[src/rtl/and_or_stall_timer.sv]
// rtl/and_or_stall_timer.sv - counts idle cycles and flags the cycle the stall limit is reached
module and_or_stall_timer #(
  parameter int TIMEOUT = 64
) (
  input  logic clk,
  input  logic rst,
  input  logic clr,
  input  logic en,
  output logic expired
);

  localparam int CW = $clog2(TIMEOUT + 1);

  logic [CW-1:0] cnt_q, cnt_d;

  always_comb begin
    cnt_d = cnt_q;
    if (clr) begin
      cnt_d = '0;
    end else if (en && (cnt_q != CW'(TIMEOUT))) begin
      cnt_d = cnt_q + CW'(1);
    end
  end

  // Fires on the idle cycle whose increment makes the count reach TIMEOUT.
  assign expired = en & ~clr & (cnt_q == CW'(TIMEOUT - 1));

  always_ff @(posedge clk) begin
    if (rst) begin
      cnt_q <= '0;
    end else begin
      cnt_q <= cnt_d;
    end
  end

endmodule

[config.mk]
export PLATFORM = sky130hd
export DESIGN_NAME = and_or_stall_timer
export DESIGN_NICKNAME = d
export VERILOG_FILES = /design/src/rtl/and_or_stall_timer.sv
export SDC_FILE = /design/constraint.sdc
export NUM_CORES = 1
export LEC_CHECK = 0
export ABC_AREA = 1
export BUFFER_PORTS_ARGS = -buffer_cell sky130_fd_sc_hd__buf_2
export CORE_AREA = 2 2 39 41
export CTS_CLUSTER_SIZE = 30
export DETAILED_ROUTE_END_ITERATION = 10
export DIE_AREA = 0 0 41 43
export PLACE_DENSITY = 0.52
export SLEW_MARGIN = 10
export SYNTH_ARGS = -nofsm -noshare
export SYNTH_HDL_FRONTEND = slang
export SYNTH_SLANG_ARGS = --single-unit
[constraint.sdc]
create_clock -name clk -period 1.6 [get_ports clk]
set_input_delay 0.08 -clock clk [delete_from_list [all_inputs] [get_ports clk]]
set_output_delay 0.08 -clock clk [all_outputs]
set_load 0.01 [all_outputs]
==> results of run 1 <==
==> critical path, stage by stage (launching register included) <==
cell	delay [ps]
dfxtp_2	380
ha_4	170
nand3_1	90
nor2_2	140
nand3_1	80
nor2_1	80
buf_2	130
==> metal layers <==
layer  vias to the layer above  GRT usage  wire, µm
li1                        225          -         -
met4                         0     0.0600         0
met3                         0     0.0785        49
met2                         7      0.156       350
met1                       172      0.155       410
met5                         -          0         0
==> worst paths after layout <==
check / end / slack, ps / cells after the start
setup / recovery: expired / 190 / 6
hold / removal: cnt_q[6]$_SDFFE_PP0P_ / 140 / 4
setup reg to reg: cnt_q[1]$_SDFFE_PP0P_ / 310 / 9
hold reg to reg: cnt_q[6]$_SDFFE_PP0P_ / 520 / 2
==> synth_stat cells <==
cell      n
a21oi_1   4
buf_4     1
buf_6     1
dfxtp_1   7
ha_1      2
inv_1     9
inv_2     1
nand2_1  11
nand2_4   1
nand3_1   8
nand3_4   1
nand4_1   4
nor2_1   12
nor2_2    1
o21ai_1   2
xor2_1    1
==> kinds of logic (layout without fill, tap and decap cells) <==
family | count (synthesis) | in the layout
DFF | 7 | 7
and+or+nand+nor | 38 | 38
adders and majority gates | 2 | 2
buffers and inverters | 12 | 18
xor gates and xnor gates | 1 | 1
AOI/OAI and AO/OA | 6 | 6
==> power by group through the flow <==
stage          logic, mW  clock network, mW  registers, mW
3_5_place_dp      0.0265                  0          0.183
5_1_grt           0.0307              0.176          0.182
3_3_place_gp      0.0265                  0          0.183
4_1_cts           0.0266              0.167          0.179
2_1_floorplan     0.0209                  0          0.183
6_report          0.0264              0.157          0.181
==> area by class of cell <==
type                            count  share of cell area
Clock buffer                        3              0.0439
Clock inverter                      1             0.00976
Inverter                           10              0.0732
Multi-Input combinational cell     47               0.517
Sequential cell                     7               0.278
Tap cell                           16              0.0390
Timing Repair Buffer                4              0.0390
==> summary.txt, run 1 <==
Outcome
  • Run status: finished, final reports clean

Timing
  • Hold slack final: ~140 ps
  • Total negative slack: 0 ps
  • Setup-failing EPs final: 0
  • Slew Limit Fails: 0
  • Worst relative slew slack: 0.762
  • Final clock period utilization by the worst path: 0.879
  • Number of hold violations in the final report: 0
  • Clock period minus final worst setup slack: around 1400 ps
  • Max Clock Freq: about 710 MHz
  • RSZ-0062 raised after global routing: false
  • Final critical-path setup slack: slightly below 200 ps
  • Worst Tran Pin Value: roughly 360 ps
  • Clk_skew: around 7.3 ps

Power
  • Power consumption: around 0.36 mW
  • P_sw: a little under 0.09 mW
  • Proportion of power drawn by flip-flops and latches: 0.496
  • Part of the total power dissipated in the clock network: 0.431
  • Total power divided by cell area: approximately 710 nW/µm²
  • Peak VDD IR: 360 µV
  • Share of power burned in combinational logic: 0.072
  • Fraction of power spent switching nets: 0.237
  • Internal power of the cells: 0.278 mW
  • Leakage: 0.200 nW

Floorplanning
  • Vertical die dimension: 43 µm
  • Initial Utilization: 0.323
  • Die width: ~40 µm
  • Total die area: ~1800 µm²
  • Number of core rows: 14
  • Number of top-level pins: 5
  • Core area: ~1400 µm²

Global route
  • Global-route wire length before repair: between 1000 and 1500 µm
  • Initial antenna violation count: 0
  • Global-route total usage across every layer: 0.123
  • Pin count of the biggest net entering global routing: 10
  • Global-route congestion overflow total: 0
  • Number of global-route vias before repair: approximately 350

Place
  • Post-place instance area: about 470 µm²
  • Port bufs: 4
  • Detailed-placement wirelength estimate: approximately 630 µm
  • # placed instances: between 80 and 90
  • Weighted congestion reported at the end of routability-driven placement: roughly 0.7
  • Minimum setup slack after placement: 295 ps

Logic synthesis
  • Mux contribution to synthesized area: 0
  • Yosys warns: 0
  • Main area contributors after synthesis: dfxtp_1 (31%), nor2_1 (10%), nand2_1 (9.2%), nand3_1 (9.0%), inv_1 (7.6%)
  • Area fraction in compound gates after synthesis: 0.0672
  • Post-Syn Nets: 72
  • Synthesized area per cell: 6.77 µm²
  • Number of distinct standard cells referenced by the synthesized netlist: 16
  • Simple-Gate Fraction of Synth Area: 0.417
  • Area share of the leading cell type in the synthesized netlist: 0.314
  • Netlist Area Pre-Place: between 400 and 500 µm²
  • Sequential cell area fraction in the yosys report: 0.314
  • Dominant cell type by area after synthesis: dfxtp_1
  • Area share of xor/xnor cells in the synthesized design: 0.0196
  • Post-Synth Adder-Cell Area: 0.0560
  • Yosys reg bits: 7
  • Combinational family with the most area after synthesis: simple AND/OR/NAND/NOR gates
  • Synthesized netlist cell count: 66

Drt
  • DRC errors left: 0
  • Antenna-violating nets left: 0
  • DRC marker count from the first detailed-route iteration: 4
  • Final WL: between 800 and 900 µm
  • Number of detailed-route iterations in the first pass: 2
  • Via total after detailed routing: 404
  • Routed WL per cell: 9.20 µm
  • Detailed-route vias per instance: roughly 4.6

Min path
  • Worst Min Path Start: rst
  • Kind of path behind the tightest hold check: input pin to register

Worst setup path
  • Critical path startpoint category: register
  • Worst EP required: around 1500 ps
  • Highest net fanout along the worst path: 5
  • Arrival time at the worst endpoint: between 1000 and 1500 ps
  • Launch point of the critical path: cnt_q[0]$_SDFFE_PP0P_
  • Nature of the critical path endpoint: output port
  • Critical Setup Path Class: register to output port
  • Critical R2R Launch: cnt_q[0]$_SDFFE_PP0P_

Finish
  • Area of the multi-input gates: 265 µm²
  • Number of antenna repair diodes: 0
  • Cell Count, Final, Fillers Out: 88
  • Register with the most flip-flops: cnt_q
  • Layout-stage area growth over the synthesis result: 14.8%
  • Commonest cells after routing, fill and taps aside: nand2_1 (11), nor2_1 (11), inv_1 (9), nand3_1 (8), dfxtp_1 (5)
  • Sequential cell area in the final layout: roughly 140 µm²
  • Max reg flops: 7
  • Number of nets in the layout: 79
  • Largest registers ranked by flip-flop count: cnt_q (7)
  • Number of fill cells: around 140
  • Post-Route Utilization: 0.371
  • Post-route design area: 513 µm²
  • Ratio of cells with drive above 1 in the final layout: 0.222

CTS
  • Number of cells upsized or downsized after cts: 0
  • Root buffer cell: clkbuf_4
  • Number of setup buffers added after CTS: 0
  • Number of hold buffers added after CTS: 0
  • Count of H-tree levels built during CTS: 1
  • CTS tree: built
  • Worst-Skew Late Latency: approximately 250 ps
  • Total clock buffers created by CTS: 3
  • Clock tree buffer depth: 2
  • Register clock-pin slew on the reported worst setup and hold paths: around 60 ps
  • CTS sink count: 7

Job
  • Max-cap viol count: 0
Note: power is estimated with default switching activity, not from simulation.
==> run 2, diff against run 1 <==
REMOVE_ABC_BUFFERS = 1   (was default)
==> run 2 against run 1 <==
Effect of this change: non-clock buffer count unchanged; clock skew decreased by 5.3 ps; flip-flop and latch count unchanged; cell count unchanged; count of clock-buffer cells in the layout increased by 1; register-to-register slack about the same; hold slack got worse by 3.5 ps; sequential share of layout area increased by 0.62 points; routed wire length increased by 1.6%; first-iteration DRC count increased by 25%; critical endpoint unchanged.
==> summary.txt, run 2 (synthesis gave the netlist of run 1 again) <==
Worst setup path
  • Cell type group with the largest total delay on the critical path: simple AND/OR/NAND/NOR gates
  • Cell breakdown of the critical path: ha_2 -> nand3_1 -> nor2_2 -> nand3_1 -> nor2_1 -> buf_2
  • Worst EP required: 1520 ps (about the same)
  • Critical path startpoint category: register
  • Buf/Inv on CP: 1 (unchanged)
  • Highest net fanout along the worst path: 5 (unchanged)
  • Critical Setup Path Class: register to output port
  • Critical path's most frequent cell: nand3_1
  • Delay of the slowest cell on the worst path: 360 ps (-20 ps)
  • Worst-path cell with the longest stage delay: dfxtp_2
  • Nature of the critical path endpoint: output port
  • Arrival time at the worst endpoint: 1360 ps (+30 ps)

Timing
  • Number of hold violations in the final report: 0 (unchanged)
  • Hold slack final: 140 ps (-3.52 ps)
  • Worst relative slew slack: 0.759 (-0.00250)
  • Final critical-path setup slack: 164 ps (-29.8 ps)
  • Total negative slack: 0 ps (unchanged)
  • RSZ-0062 raised after global routing: false
  • Slew Limit Fails: 0 (unchanged)
  • Clk_skew: 2.07 ps (-5.26 ps)
  • Worst Tran Pin Value: 360 ps (+3.74 ps)
  • Clock period minus final worst setup slack: 1440 ps (+29.8 ps)
  • Max Clock Freq: 697 MHz (-2.1%)
  • Setup-failing EPs final: 0 (unchanged)
  • Final clock period utilization by the worst path: 0.897 (+0.0186)

Power
  • Leakage: 0.196 nW (-1.6%)
  • Total power divided by cell area: 734 nW/µm² (+3.3%)
  • Peak VDD IR: 453 µV (+26%)

Place
  • Minimum setup slack after placement: 306 ps (+11.7 ps)
  • Weighted congestion reported at the end of routability-driven placement: 0.758 (+7.0%)
  • Post-place instance area: 468 µm² (unchanged)
  • Port bufs: 4 (unchanged)
  • Detailed-placement wirelength estimate: 641 µm (+2.0%)

Global route
  • Number of global-route vias before repair: 355 (+2.0%)
  • Pin count of the biggest net entering global routing: 10 (unchanged)
  • Global-route congestion overflow total: 0 (unchanged)
  • Initial antenna violation count: 0 (unchanged)
  • Global-route total usage across every layer: 0.119 (-0.00338)
  • Global-route wire length before repair: 1390 µm (+0.94%)

Finish
  • Commonest cells after routing, fill and taps aside: nand2_1 (11), nor2_1 (11), inv_1 (9), nand3_1 (8), dfxtp_1 (5)
  • Post-Route Utilization: 0.363 (-0.00814)
  • Ratio of cells with drive above 1 in the final layout: 0.208 (-0.0139)
  • Register with the most flip-flops: cnt_q
  • Layout-stage area growth over the synthesis result: 12.3%
  • Number of nets in the layout: 79 (unchanged)
  • Post-route design area: 502 µm² (-2.2%)
  • Max reg flops: 7 (unchanged)
  • Number of fill cells: 161 (+13%)
  • Largest registers ranked by flip-flop count: cnt_q (7)
  • Number of antenna repair diodes: 0 (unchanged)
  • Sequential cell area in the final layout: 143 µm² (unchanged)
  • Area of the multi-input gates: 255 µm² (-3.8%)

Drt
  • Number of detailed-route iterations in the first pass: 3 (+1)
  • Via total after detailed routing: 413 (+2.2%)
  • Routed WL per cell: 9.35 µm (+1.6%)
  • Antenna-violating nets left: 0 (unchanged)
  • DRC errors left: 0 (unchanged)
  • DRC marker count from the first detailed-route iteration: 5 (+1)
  • Detailed-route vias per instance: 4.69 (+2.2%)
  • Final WL: 823 µm (+1.6%)

Job
  • Max-cap viol count: 0 (unchanged)

CTS
  • CTS tree: built
  • Number of hold buffers added after CTS: 0 (unchanged)
  • Number of setup buffers added after CTS: 0 (unchanged)
  • CTS sink count: 7 (unchanged)
  • Register clock-pin slew on the reported worst setup and hold paths: 50 ps (about the same)
  • Total clock buffers created by CTS: 3 (unchanged)
  • Count of H-tree levels built during CTS: 1 (unchanged)
  • Clock tree buffer depth: 2 (unchanged)
  • Worst-Skew Late Latency: 250 ps (about the same)
  • Root buffer cell: clkbuf_4

Floorplanning
  • Core area: 1380 µm² (unchanged)
  • Initial Utilization: 0.323 (unchanged)
  • Number of core rows: 14 (unchanged)
  • Total die area: 1760 µm² (unchanged)
  • Number of top-level pins: 5 (unchanged)
  • Vertical die dimension: 43 µm (unchanged)
  • Die width: 41 µm (unchanged)

Outcome
  • Run status: finished, final reports clean

Min path
  • Kind of path behind the tightest hold check: input pin to register
[run 2: final timing paths]
kind / from / to / slack [ps] / cells after the start
hold reg to reg: cnt_q[6]$_SDFFE_PP0P_ / cnt_q[6]$_SDFFE_PP0P_ / 510 / 2
setup / recovery: cnt_q[0]$_SDFFE_PP0P_ / expired / 160 / 6
setup reg to reg: cnt_q[0]$_SDFFE_PP0P_ / cnt_q[0]$_SDFFE_PP0P_ / 320 / 9
hold / removal: rst / cnt_q[6]$_SDFFE_PP0P_ / 140 / 4
[run 2: worst register-to-register path: stages (launching register included)]
cell and delay, ps:
dfxtp_2 340, inv_1 70, ha_1 150, inv_1 40, nor2_1 150, nand3_4 140, nand2_4 120, inv_2 40
nor2_1 70, nor2_1 50
[run 2: area by class of cell]
cell class / count / share of cell area
inverter: 10 / 0.0748
tap: 16 / 0.0399
clock buffer: 4 / 0.0524
multi-input combinational: 47 / 0.509
timing repair buffer: 4 / 0.0399
sequential: 7 / 0.284
[run 2: layer usage]
| layer | GRT usage | share of wire |
|---|---|---|
| met3 | 0.0628 | 0.066 |
| met4 | 0.0600 | 0.028 |
| met2 | 0.166 | 0.43 |
| met5 | 0 | 0 |
| met1 | 0.144 | 0.47 |
[run 2: where the power goes]
group	internal (mW)	switching, mW
Combinational	0.00945	0.0171
Sequential	0.177	0.00294
Clock	0.0952	0.0664
[run 2: repair_timing]
item | in CTS | in global routing
endpoints found under the hold margin | 0 | 0
endpoints found under the setup margin | 0 | 1
resized for setup | 0 | 4
[run 2: stage by stage]
| stage | instances | power (mW) |
|---|---|---|
| floorplan | 64 | 0.199 |
| global placement | 84 | 0.210 |
| detailed placement | 84 | 0.210 |
| CTS | 88 | 0.372 |
| global route | 88 | 0.391 |
| finish | 88 | 0.368 |
==> run 3, diff against run 2 <==
BUFFER_PORTS_ARGS = default   (was -buffer_cell sky130_fd_sc_hd__buf_2)
DONT_BUFFER_PORTS = 1   (was default)
PLACE_DENSITY = 0.48   (was 0.52)
==> run 3 against run 2 <==
Effect of this change: via count decreased by 3.1%; non-clock buffer count fell by 3; sequential share of layout area up 0.070 points; utilization fell by 0.72 points; setup slack worse by 15 ps; clock power is essentially flat; clock skew increased by 6.3 ps; first-iteration DRC count increased by 20%; largest power group unchanged; sequential power barely moved.
==> summary.txt, run 3 (synthesis gave the netlist of run 1 again) <==
Timing
  • Hold slack final: 37.9 ps (-102 ps)
  • Total negative slack: 0 ps (unchanged)
  • Worst Tran Pin Value: 373 ps (+13.2 ps)
  • Max Clock Freq: 690 MHz (-1.0%)
  • Final clock period utilization by the worst path: 0.906 (+0.00908)
  • Number of hold violations in the final report: 0 (unchanged)
  • Worst relative slew slack: 0.750 (-0.00883)
  • Setup-failing EPs final: 0 (unchanged)
  • Slew Limit Fails: 0 (unchanged)
  • Final critical-path setup slack: 150 ps (-14.5 ps)
  • Clk_skew: 8.40 ps (+6.33 ps)
  • Clock period minus final worst setup slack: 1450 ps (+14.5 ps)
  • RSZ-0062 raised after global routing: false

Finish
  • Largest registers ranked by flip-flop count: cnt_q (7)
  • Ratio of cells with drive above 1 in the final layout: 0.145 (-0.0634)
  • Register with the most flip-flops: cnt_q
  • Number of nets in the layout: 76 (-3.8%)
  • Layout-stage area growth over the synthesis result: 10.1%
  • Most common cell after layout, fill and taps aside: nand2_1
  • Number of antenna repair diodes: 0 (unchanged)
  • Max reg flops: 7 (unchanged)
  • Number of fill cells: 163 (+1.2%)
  • Commonest cells after routing, fill and taps aside: nand2_1 (11), nor2_1 (10), inv_1 (9), nand3_1 (8), dfxtp_1 (7)

Power
  • Leakage: 0.182 nW (-7.3%)
  • Total power divided by cell area: 737 nW/µm² (+0.32%)
  • Peak VDD IR: 241 µV (-47%)
  • Power consumption: 0.362 mW (-1.7%)

Worst setup path
  • Highest net fanout along the worst path: 5 (unchanged)
  • Delay of the slowest cell on the worst path: 390 ps (+30 ps)
  • Worst-path cell with the longest stage delay: dfxtp_1
  • Critical R2R Launch: cnt_q[0]$_SDFFE_PP0P_
  • Arrival time at the worst endpoint: 1370 ps (about the same)
  • Launch point of the critical path: cnt_q[1]$_SDFFE_PP0P_
  • Cell breakdown of the critical path: ha_2 -> nand3_1 -> nor2_2 -> nand3_1 -> nor2_2
  • Critical Setup Path Class: register to output port
  • Nature of the critical path endpoint: output port
  • Worst EP required: 1520 ps (about the same)
  • Buf/Inv on CP: 0 (-1)
  • Critical path startpoint category: register
  • Cell type group with the largest total delay on the critical path: simple AND/OR/NAND/NOR gates

Drt
  • DRC marker count from the first detailed-route iteration: 6 (+1)
  • Number of detailed-route iterations in the first pass: 4 (+1)
  • Final WL: 852 µm (+3.5%)
  • Via total after detailed routing: 400 (-3.1%)
  • DRC errors left: 0 (unchanged)
  • Routed WL per cell: 10.0 µm (+7.2%)
  • Antenna-violating nets left: 0 (unchanged)
  • Detailed-route vias per instance: 4.71 (+0.27%)

Global route
  • Initial antenna violation count: 0 (unchanged)
  • Number of global-route vias before repair: 350 (-1.4%)
  • Pin count of the biggest net entering global routing: 9 (-1)
  • Global-route wire length before repair: 1360 µm (-2.4%)
  • Global-route congestion overflow total: 0 (unchanged)
  • Global-route total usage across every layer: 0.115 (-0.00390)

CTS
  • Count of H-tree levels built during CTS: 1 (unchanged)
  • CTS sink count: 7 (unchanged)
  • Register clock-pin slew on the reported worst setup and hold paths: 60 ps (about the same)
  • Worst-Skew Late Latency: 250 ps (about the same)
  • CTS tree: built
  • Total clock buffers created by CTS: 3 (unchanged)
  • Clock tree buffer depth: 2 (unchanged)
  • Root buffer cell: clkbuf_4

Outcome
  • Run status: finished, final reports clean

Place
  • Detailed-placement wirelength estimate: 616 µm (-3.9%)
  • Port bufs: 0 (-4)
  • Minimum setup slack after placement: 296 ps (-10.2 ps)
  • Weighted congestion reported at the end of routability-driven placement: 0.749 (-1.2%)

Job
  • Max-cap viol count: 0 (unchanged)

Floorplanning
  • Initial Utilization: 0.323 (unchanged)
  • Vertical die dimension: 43 µm (unchanged)
  • Core area: 1380 µm² (unchanged)
  • Number of top-level pins: 5 (unchanged)
  • Total die area: 1760 µm² (unchanged)
  • Die width: 41 µm (unchanged)
  • Number of core rows: 14 (unchanged)

Min path
  • Worst Min Path Start: en
  • Kind of path behind the tightest hold check: input pin to register
[run 3: cell count changes in the layout (fill, tap and decap cells not counted)]
cell / before / now
nor2_1: 11 / 10
buf_2: 4 / 0
dlygate4sd3_1: 0 / 1
dfxtp_1: 5 / 7
dfxtp_2: 2 / 0
nor2_2: 2 / 3
[run 3: report_power, final]
group | internal [mW] | leakage [nW] | switching, mW
registers | 0.177 | 0.0566 | 0.00293
logic | 0.00854 | 0.110 | 0.0144
clock network | 0.0952 | 0.0150 | 0.0643
total | 0.280 | 0.182 | 0.0817
[run 3: worst paths after layout]
check | to | slack, ps | cells past startpoint
worst max-delay path | expired | 150 | 5
worst min-delay path | cnt_q[6]$_SDFFE_PP0P_ | 40 | 3
worst max register to register | cnt_q[0]$_SDFFE_PP0P_ | 300 | 9
worst min register to register | cnt_q[6]$_SDFFE_PP0P_ | 520 | 2
[run 3: worst register-to-register path: stages (launching register included)]
cell and delay [ps]:
dfxtp_1 340, inv_1 90, ha_1 140, inv_1 30
nor2_1 150, nand3_4 150, nand2_4 130, inv_2 40
nor2_1 80, nor2_1 50
[run 3: layer usage]
layer / wire [µm] / track usage / vias up
met5: 0 / 0 / -
met4: 0 / 0.0400 / 0
met3: 35 / 0.0628 / 0
met2: 382 / 0.159 / 5
met1: 434 / 0.148 / 179
li1: - / - / 216
[run 3: final cells by class]
class	count	area, µm²	share of cell area
multi-input cells	47	258	0.524
flip-flops and latches	7	140	0.285
inverters	10	37.5	0.0763
clock buffers	4	26.3	0.0534
well taps	16	20.0	0.0407
repair buffers	1	10.0	0.0204
[run 3: stage by stage]
step,instances,instance area [µm²],utilization
floorplan,64,428,-
global placement,80,448,0.324
detailed placement,80,448,0.324
CTS,85,484,0.350
global route,85,492,0.355
finish,85,492,0.355
[run 3: what timing repair did]
item,in CTS,in global routing
endpoints found under the hold margin,4,0
setup endpoints to repair,0,1
hold buffers,1,0
gates resized for setup,0,3
buffers inserted,0,0
